[src/rtl/gcd_host_seq.sv]
// rtl/gcd_host_seq.sv - request/response sequencer driving the subtractive GCD engine
// Optional GCD_ZERO_BYPASS_EN: zero operands answered directly as A|B without starting the engine.
module gcd_host_seq #(
  parameter int WIDTH          = 16,
  parameter int TIMEOUT_CYCLES = 1023,
  parameter int TCW            = 10
) (
  input  logic             clk,
  input  logic             rst_n,
  input  logic             req_valid,
  output logic             req_ready,
  input  logic [WIDTH-1:0] req_a,
  input  logic [WIDTH-1:0] req_b,
  output logic [WIDTH-1:0] data_in,
  output logic             start,
  input  logic             done,
  input  logic [WIDTH-1:0] gcd_result,
  output logic             rsp_valid,
  input  logic             rsp_ready,
  output logic [WIDTH-1:0] rsp_gcd,
  output logic             rsp_err,
  output logic             busy
);

  typedef enum logic [2:0] {
    S_IDLE, S_LOAD_A, S_LOAD_B, S_WAIT, S_RESP, S_DRAIN
  } state_t;

  localparam logic [TCW-1:0] TMO = TCW'(TIMEOUT_CYCLES);

  state_t           state, state_next;
  logic [WIDTH-1:0] a_q, b_q;
  logic [TCW-1:0]   wd, wd_inc;
  logic             accept, zero_op, timeout;

  assign accept = req_valid && (state == S_IDLE);

`ifdef GCD_ZERO_BYPASS_EN
  assign zero_op = (req_a == '0) || (req_b == '0);
`else
  assign zero_op = 1'b0;
`endif

  // Timeout fires on the cycle the watchdog reaches its limit, so WAIT lasts exactly TIMEOUT_CYCLES.
  assign wd_inc  = (wd == TMO) ? wd : wd + 1'b1;
  assign timeout = (wd_inc == TMO);

  always_comb begin
    state_next = state;
    req_ready  = 1'b0;
    start      = 1'b0;
    data_in    = '0;
    rsp_valid  = 1'b0;
    busy       = (state != S_IDLE);
    case (state)
      S_IDLE: begin
        req_ready = 1'b1;
        if (req_valid) state_next = zero_op ? S_RESP : S_LOAD_A;
      end
      S_LOAD_A: begin
        start      = 1'b1;
        data_in    = a_q;
        state_next = S_LOAD_B;
      end
      S_LOAD_B: begin
        start      = 1'b1;
        data_in    = b_q;
        state_next = S_WAIT;
      end
      S_WAIT: begin
        start   = 1'b1;
        data_in = b_q;
        if (done || timeout) state_next = S_RESP;
      end
      S_RESP: begin
        rsp_valid = 1'b1;
        if (rsp_ready) state_next = done ? S_DRAIN : S_IDLE;
      end
      S_DRAIN: begin
        if (!done) state_next = S_IDLE;
      end
      default: state_next = S_IDLE;
    endcase
  end

  always_ff @(posedge clk or negedge rst_n) begin
    if (!rst_n) begin
      state   <= S_IDLE;
      a_q     <= '0;
      b_q     <= '0;
      wd      <= '0;
      rsp_gcd <= '0;
      rsp_err <= 1'b0;
    end else begin
      state <= state_next;
      if (accept) begin
        a_q     <= req_a;
        b_q     <= req_b;
        rsp_gcd <= zero_op ? (req_a | req_b) : '0;
        rsp_err <= 1'b0;
      end
      if (state == S_WAIT) begin
        wd <= wd_inc;
        if (done) begin
          rsp_gcd <= gcd_result;
          rsp_err <= 1'b0;
        end else if (timeout) begin
          rsp_gcd <= '0;
          rsp_err <= 1'b1;
        end
      end else if (state_next == S_IDLE) begin
        wd <= '0;
      end
    end
  end

endmodule

[config.mk]
export PLATFORM = sky130hd
export DESIGN_NAME = gcd_host_seq
export DESIGN_NICKNAME = d
export VERILOG_FILES = /design/src/rtl/gcd_host_seq.sv
export SDC_FILE = /design/constraint.sdc
export NUM_CORES = 1
export LEC_CHECK = 0
export ABC_CLOCK_PERIOD_IN_PS = 5650
export CELL_PAD_IN_SITES_DETAIL_PLACEMENT = 2
export CELL_PAD_IN_SITES_GLOBAL_PLACEMENT = 2
export CORE_MARGIN = 2
export CORE_UTILIZATION = 32
export DETAILED_ROUTE_END_ITERATION = 6
export PLACE_DENSITY = 0.84
export SLEW_MARGIN = 10
export SYNTH_ARGS = -nofsm -noshare
export SYNTH_HDL_FRONTEND = slang
export SYNTH_SLANG_ARGS = --single-unit
[constraint.sdc]
create_clock -name clk -period 5.65 [get_ports clk]
set_clock_uncertainty 0.2 [all_clocks]
set_input_delay 1.13 -clock clk [delete_from_list [all_inputs] [get_ports clk]]
set_output_delay 1.13 -clock clk [all_outputs]
set_load 0.03 [all_outputs]
==> run metrics, run 1 <==
buffers from clock root to sink, at most=2; total DRC errors in the routed layout=0; starting density of the core=0.329; family of cells with the greatest summed delay on the critical path=simple AND/OR/NAND/NOR gates; leading area contributor after synthesis=dfrtp_1; Filler Cell Count=936; overall power of the completed layout=2.56 mW; number of DRC violations after detailed-routing iteration 0=58; length in cells of the worst reg-to-reg path=4; total track usage=0.201; Cell Area, Synth=3030 µm²; Min-Delay Path Depth=1; num ports=90; Sequential cell area=1550 µm²; Die Area=10300 µm²; number of storage elements in the synthesis netlist=62; Clk pin slew, worst setup/hold paths=80 ps; weighted congestion reported at the end of routability-driven placement=0.817; Ys Warns=0; CP max FO=16; Detailed Place HPWL=6.86 mm; Final setup viols=0; proportion of netlist area held by the largest area contributor=0.513; fraction of layout instances using a drive strength above 1=0.161; min Tclk post-route=4040 ps; relative contribution of sequential cells to total power=0.315; first-pass GRT wire length=15.4 mm; outcome=finished clean; Final Max Slew Viols=0; Switching Power=1.07 mW; Die X-Extent=101 µm; Die Y-Extent=101 µm; transition time of the tightest slew-check pin=1170 ps; top post-synthesis cells by area=dfrtp_1 51%, a22o_1 9.5%, mux2_2 9.3%, mux2_1 3.0%, a21oi_1 2.0%; total number of vias=2469; portion of total power attributed to combinational logic=0.506; kind of path behind the tightest hold check=flip-flop to flip-flop; unrepaired setup endpoints after global routing=false; switching share of power=0.418; Non-Filler Cell Area, Final=4210 µm²; type of destination of the critical path=output pin; number of nets produced by synthesis=317; H-tree depth=3; first drt pass iteration count=5; row count=35; final critical-path share of the clock period=0.715; hold buffer count at CTS=0; largest net degree at the start of global routing=63; Final #Nets=402; routed length per placed instance=21.1 µm; maximum single-stage delay on the critical path=850 ps; Clk Tree Root Cell=clkbuf_8; multi-input logic area=1370 µm²; grt total ovfl=0; placeable core region=9200 µm²; start-to-end type of the worst setup path=flip-flop to output pin; post-detailed-route via-to-cell ratio=5.32; ordered list of cells on the worst path=inv_1, nor3_2, a22o_1, clkdlybuf4s50_1; Crit path buffers/inverters=2; crit path DAT=2710 ps; clock latency at the later pin of the worst-skew pair=350 ps; type of element launching the critical path=flip-flop; final antenna diode count=0; Post-Syn Area per Cell=11.5 µm²; Data required, critical path=4320 ps; Crit-path slowest cell=nor3_2; WP depth=4; static leakage=1.81 nW; setup tns final=0 ps; clock sink count=62; cts bufs inserted=9; portion of the post-synthesis area used by sequential elements=0.513; PwrDens=607 nW/µm²; endpoints failing hold=0; Pint=1.49 mW; most used flip-flop cell after synthesis=dfrtp_1; maxcap violations=0; number of global-route vias before repair=2704; Routed Antenna Nets=0; Max VDD drop=0.218 mV; total wire length after detailed routing=9.80 mm; Placement Cell Area=3980 µm²; TritonCTS clock tree=done; Resized cells post-CTS=0; final core occ=0.458; number of antenna violations at the first check in global routing=0; asr flop ratio synth=1.00; Clock Power Share=0.179; buffers added on ports=89; Area Growth Syn to Fin=39.2%; number of enable-type register cells in the synthesized netlist=0; Max-slew headroom=0.218; number of buffers inserted by post-CTS setup repair=0; FMAX=248 MHz; post-synthesis cell count=263; number of library cell types mapped by synthesis=46
==> power by group through the flow <==
stage / sequential [mW] / clock, mW / combinational, mW
floorplan: 0.830 / 0 / 0.757
global placement: 0.793 / 0 / 1.25
detailed placement: 0.806 / 0 / 1.30
finish: 0.804 / 0.459 / 1.29
global route: 0.832 / 0.491 / 1.38
CTS: 0.807 / 0.471 / 1.31
==> cell families (layout without fill, tap and decap cells) <==
logic type,after synthesis,count (layout),share of synthesized area
AO/OA/AOI/OAI,81,81,0.205
buffers and inverters,24,114,0.0389
flip-flops,62,62,0.513
AND/OR/NAND/NOR,59,59,0.107
multiplexers,36,36,0.133
adder cells (fa/ha/maj),1,1,0.00413
==> layer usage <==
layer  track usage  part of all wire  vias up
met5             0                 0        -
met4        0.0561            0.0078        0
li1              -                 -     1144
met2         0.346              0.52       60
met3        0.0518             0.041        6
met1         0.250              0.43     1259
==> metrics by stage <==
step                instances  setup slack, ps  hold slack [ps]
floorplan                 263             2660              259
global placement          448             1950              273
detailed placement        448             1830              285
CTS                       464             1430              302
global route              464             1360              331
finish                    464             1610              301
==> flip-flops by register name, indices dropped and copies added, names as in the netlist <==
signal and count:
a_q 16, b_q 16, rsp_gcd 16, wd 10, state 3, rsp_err 1
==> worst register-to-register path: stages (launching register included) <==
cell and delay [ps]:
dfrtp_1 530, nor2b_2 680, nand2_1 490, nor2_1 1020, a22o_1 300
==> cells in the final DEF, fill, tap and decap left out, drive strengths merged, types with 3 or more instances in the layout <==
cell type	count
a21o	3
a21oi	12
a22o	33
a31oi	6
and2	4
buf	3
clkbuf	10
clkdlybuf4s50	88
dfrtp	62
inv	8
mux2	33
mux2i	3
nand2	16
nand3	5
nor2	17
nor2b	3
nor3	4
o211ai	4
o21a	3
o21ai	10
==> cells in the mapped netlist (2+ instances only) <==
master,count
mux2i_1,3
nand2_2,2
buf_4,3
buf_2,7
inv_1,7
o22a_1,2
clkbuf_1,6
a31oi_1,6
a22o_1,33
and2_1,4
mux2_2,25
nand3_1,4
and3_1,2
nor2_1,16
o211ai_1,4
a21o_1,3
dfrtp_1,62
nand2_1,14
nor3_1,3
mux2_1,8
o21ai_0,9
nor2b_1,3
a21oi_1,12
o21a_1,3
==> worst paths after layout <==
check | slack [ps] | start | end
worst max register to register | 2360 | state[1]$_DFF_PN0_ | rsp_gcd[2]$_DFF_PN0_
max in group asynchronous | 3970 | rst_n | wd[8]$_DFFE_PN0P_
worst max-delay path | 1610 | state[0]$_DFF_PN0_ | data_in[7]
min in group asynchronous | 750 | rst_n | wd[3]$_DFFE_PN0P_
worst min-delay path | 300 | b_q[13]$_DFFE_PN0P_ | b_q[13]$_DFFE_PN0P_
worst min register to register | 300 | b_q[13]$_DFFE_PN0P_ | b_q[13]$_DFFE_PN0P_
==> final cells by class <==
class,count,area share
clock buffers,10,0.0327
clock inverters,6,0.0220
inverters,7,0.00624
multi-input cells,177,0.324
flip-flops and latches,62,0.368
well taps,111,0.0330
repair buffers,91,0.214
Power figures use the tool's default switching activity.
==> inputs of run 2 (changes only) <==
ABC_CLOCK_PERIOD_IN_PS = 3330   (was 5650)
CORE_UTILIZATION = 27   (was 32)
PLACE_DENSITY = 0.75   (was 0.84)
clock period = 3.33 ns   (was 5.65 ns; I/O delays follow)
==> run metrics, run 2 (synthesis gave the netlist of run 1 again) <==
ordered list of cells on the worst path=nor2b_1, buf_4, a22o_1, clkdlybuf4s50_1; final critical-path setup slack=237 ps; weighted congestion reported at the end of routability-driven placement=0.781; routed length per placed instance=18.9 µm; total track usage=0.168; unrepaired setup endpoints after global routing=false; total DRC errors in the routed layout=0; H-tree depth=3; grt total ovfl=0; final critical-path share of the clock period=0.929; Clk Tree Root Cell=clkbuf_8; static leakage=1.82 nW; Detailed Place HPWL=6.72 mm; PwrDens=991 nW/µm²; Final #Nets=408; commonest non-fill, non-tap cell in the layout=clkdlybuf4s50_1; buffers added on ports=89; Max-slew headroom=0.526; Clk pin slew, worst setup/hold paths=70 ps; total number of vias=2460; largest net degree at the start of global routing=33; biggest registers after layout=a_q (16), b_q (16), rsp_gcd (16); first-pass GRT wire length=15.3 mm; number of buffers inserted by post-CTS setup repair=0; crit path from=state[1]$_DFF_PN0_; fraction of layout instances using a drive strength above 1=0.173; Routed Antenna Nets=0; Crit path buffers/inverters=2; first drt pass iteration count=4; number of antenna violations at the first check in global routing=0; total wire length after detailed routing=9.44 mm; Max VDD drop=0.435 mV; overall power of the completed layout=4.20 mW; type of destination of the critical path=output pin; kind of path behind the tightest hold check=input pin to async pin; hold buffer count at CTS=0; row count=38; starting density of the core=0.278; final antenna diode count=0; length in cells of the worst reg-to-reg path=7; Die Area=12100 µm²; type of element launching the critical path=flip-flop; post-detailed-route via-to-cell ratio=4.93; Data required, critical path=2460 ps; Final setup viols=0; family of cells with the greatest summed delay on the critical path=buffers and inverters; number of DRC violations after detailed-routing iteration 0=92; TritonCTS clock tree=done; Die X-Extent=110 µm; min Tclk post-route=3090 ps; clock sink count=62; cts bufs inserted=9; transition time of the tightest slew-check pin=711 ps; buffers from clock root to sink, at most=2; worst-case setup slack after placement=521 ps; crit path DAT=2230 ps; FMAX=323 MHz; commonest non-fill, non-tap cells in the layout=88 x clkdlybuf4s50_1, 62 x dfrtp_1, 33 x a22o_1; CP max FO=17; WP depth=4; Crit-path slowest cell=clkdlybuf4s50_1; placeable core region=10900 µm²; launch point of the worst reg-to-reg path=wd[1]$_DFFE_PN0P_; Die Y-Extent=110 µm; start-to-end type of the worst setup path=flip-flop to output pin; minimum hold slack=44.8 ps; Final Max Slew Viols=0; Area Growth Syn to Fin=39.9%; number of global-route vias before repair=2811; maxcap violations=0; num ports=90; outcome=finished clean; maximum single-stage delay on the critical path=670 ps; clock latency at the later pin of the worst-skew pair=340 ps; Filler Cell Count=1131; setup tns final=0 ps; Resized cells post-CTS=0; endpoints failing hold=0
## run 2: cell count changes in the layout (fill, tap and decap cells not counted), sizes merged
cell    change
clkinv      +2
clkbuf      -1
inv         +1
buf         +6
bufinv      -2
## run 2: per-layer routing
layer | GRT usage | vias up | share of wire
li1 | - | 1155 | -
met1 | 0.226 | 1237 | 0.47
met2 | 0.262 | 57 | 0.47
met3 | 0.0385 | 11 | 0.042
met4 | 0.0606 | 0 | 0.015
met5 | 0 | - | 0
## run 2: report_power, final
| part | switching, mW | internal (mW) |
|---|---|---|
| clock | 0.332 | 0.271 |
| combinational | 1.23 | 1.04 |
| sequential | 0.246 | 1.08 |
## run 2: cell type report
cell class / instances / area [µm²] / area share
clock buffers: 9 / 124 / 0.0293
clock inverters: 7 / 47.5 / 0.0112
inverters: 7 / 26.3 / 0.00621
multi-input cells: 177 / 1360 / 0.322
flip-flops and latches: 62 / 1550 / 0.367
well taps: 140 / 175 / 0.0414
repair buffers: 97 / 946 / 0.223
## run 2: final timing paths
check	slack [ps]	to
setup / recovery	240	data_in[10]
hold reg to reg	300	a_q[4]$_DFFE_PN0P_
max in group asynchronous	2190	state[0]$_DFF_PN0_
setup reg to reg	540	rsp_gcd[0]$_DFF_PN0_
hold / removal	40	wd[4]$_DFFE_PN0P_
min in group clk	300	a_q[4]$_DFFE_PN0P_
## run 2: stage by stage
| stage | instance area [µm²] | cells | utilization |
|---|---|---|---|
| detailed placement | 4060 | 483 | 0.373 |
| global placement | 4060 | 483 | 0.373 |
| global route | 4230 | 499 | 0.389 |
| floorplan | 3030 | 263 | - |
| finish | 4230 | 499 | 0.389 |
| CTS | 4230 | 499 | 0.389 |
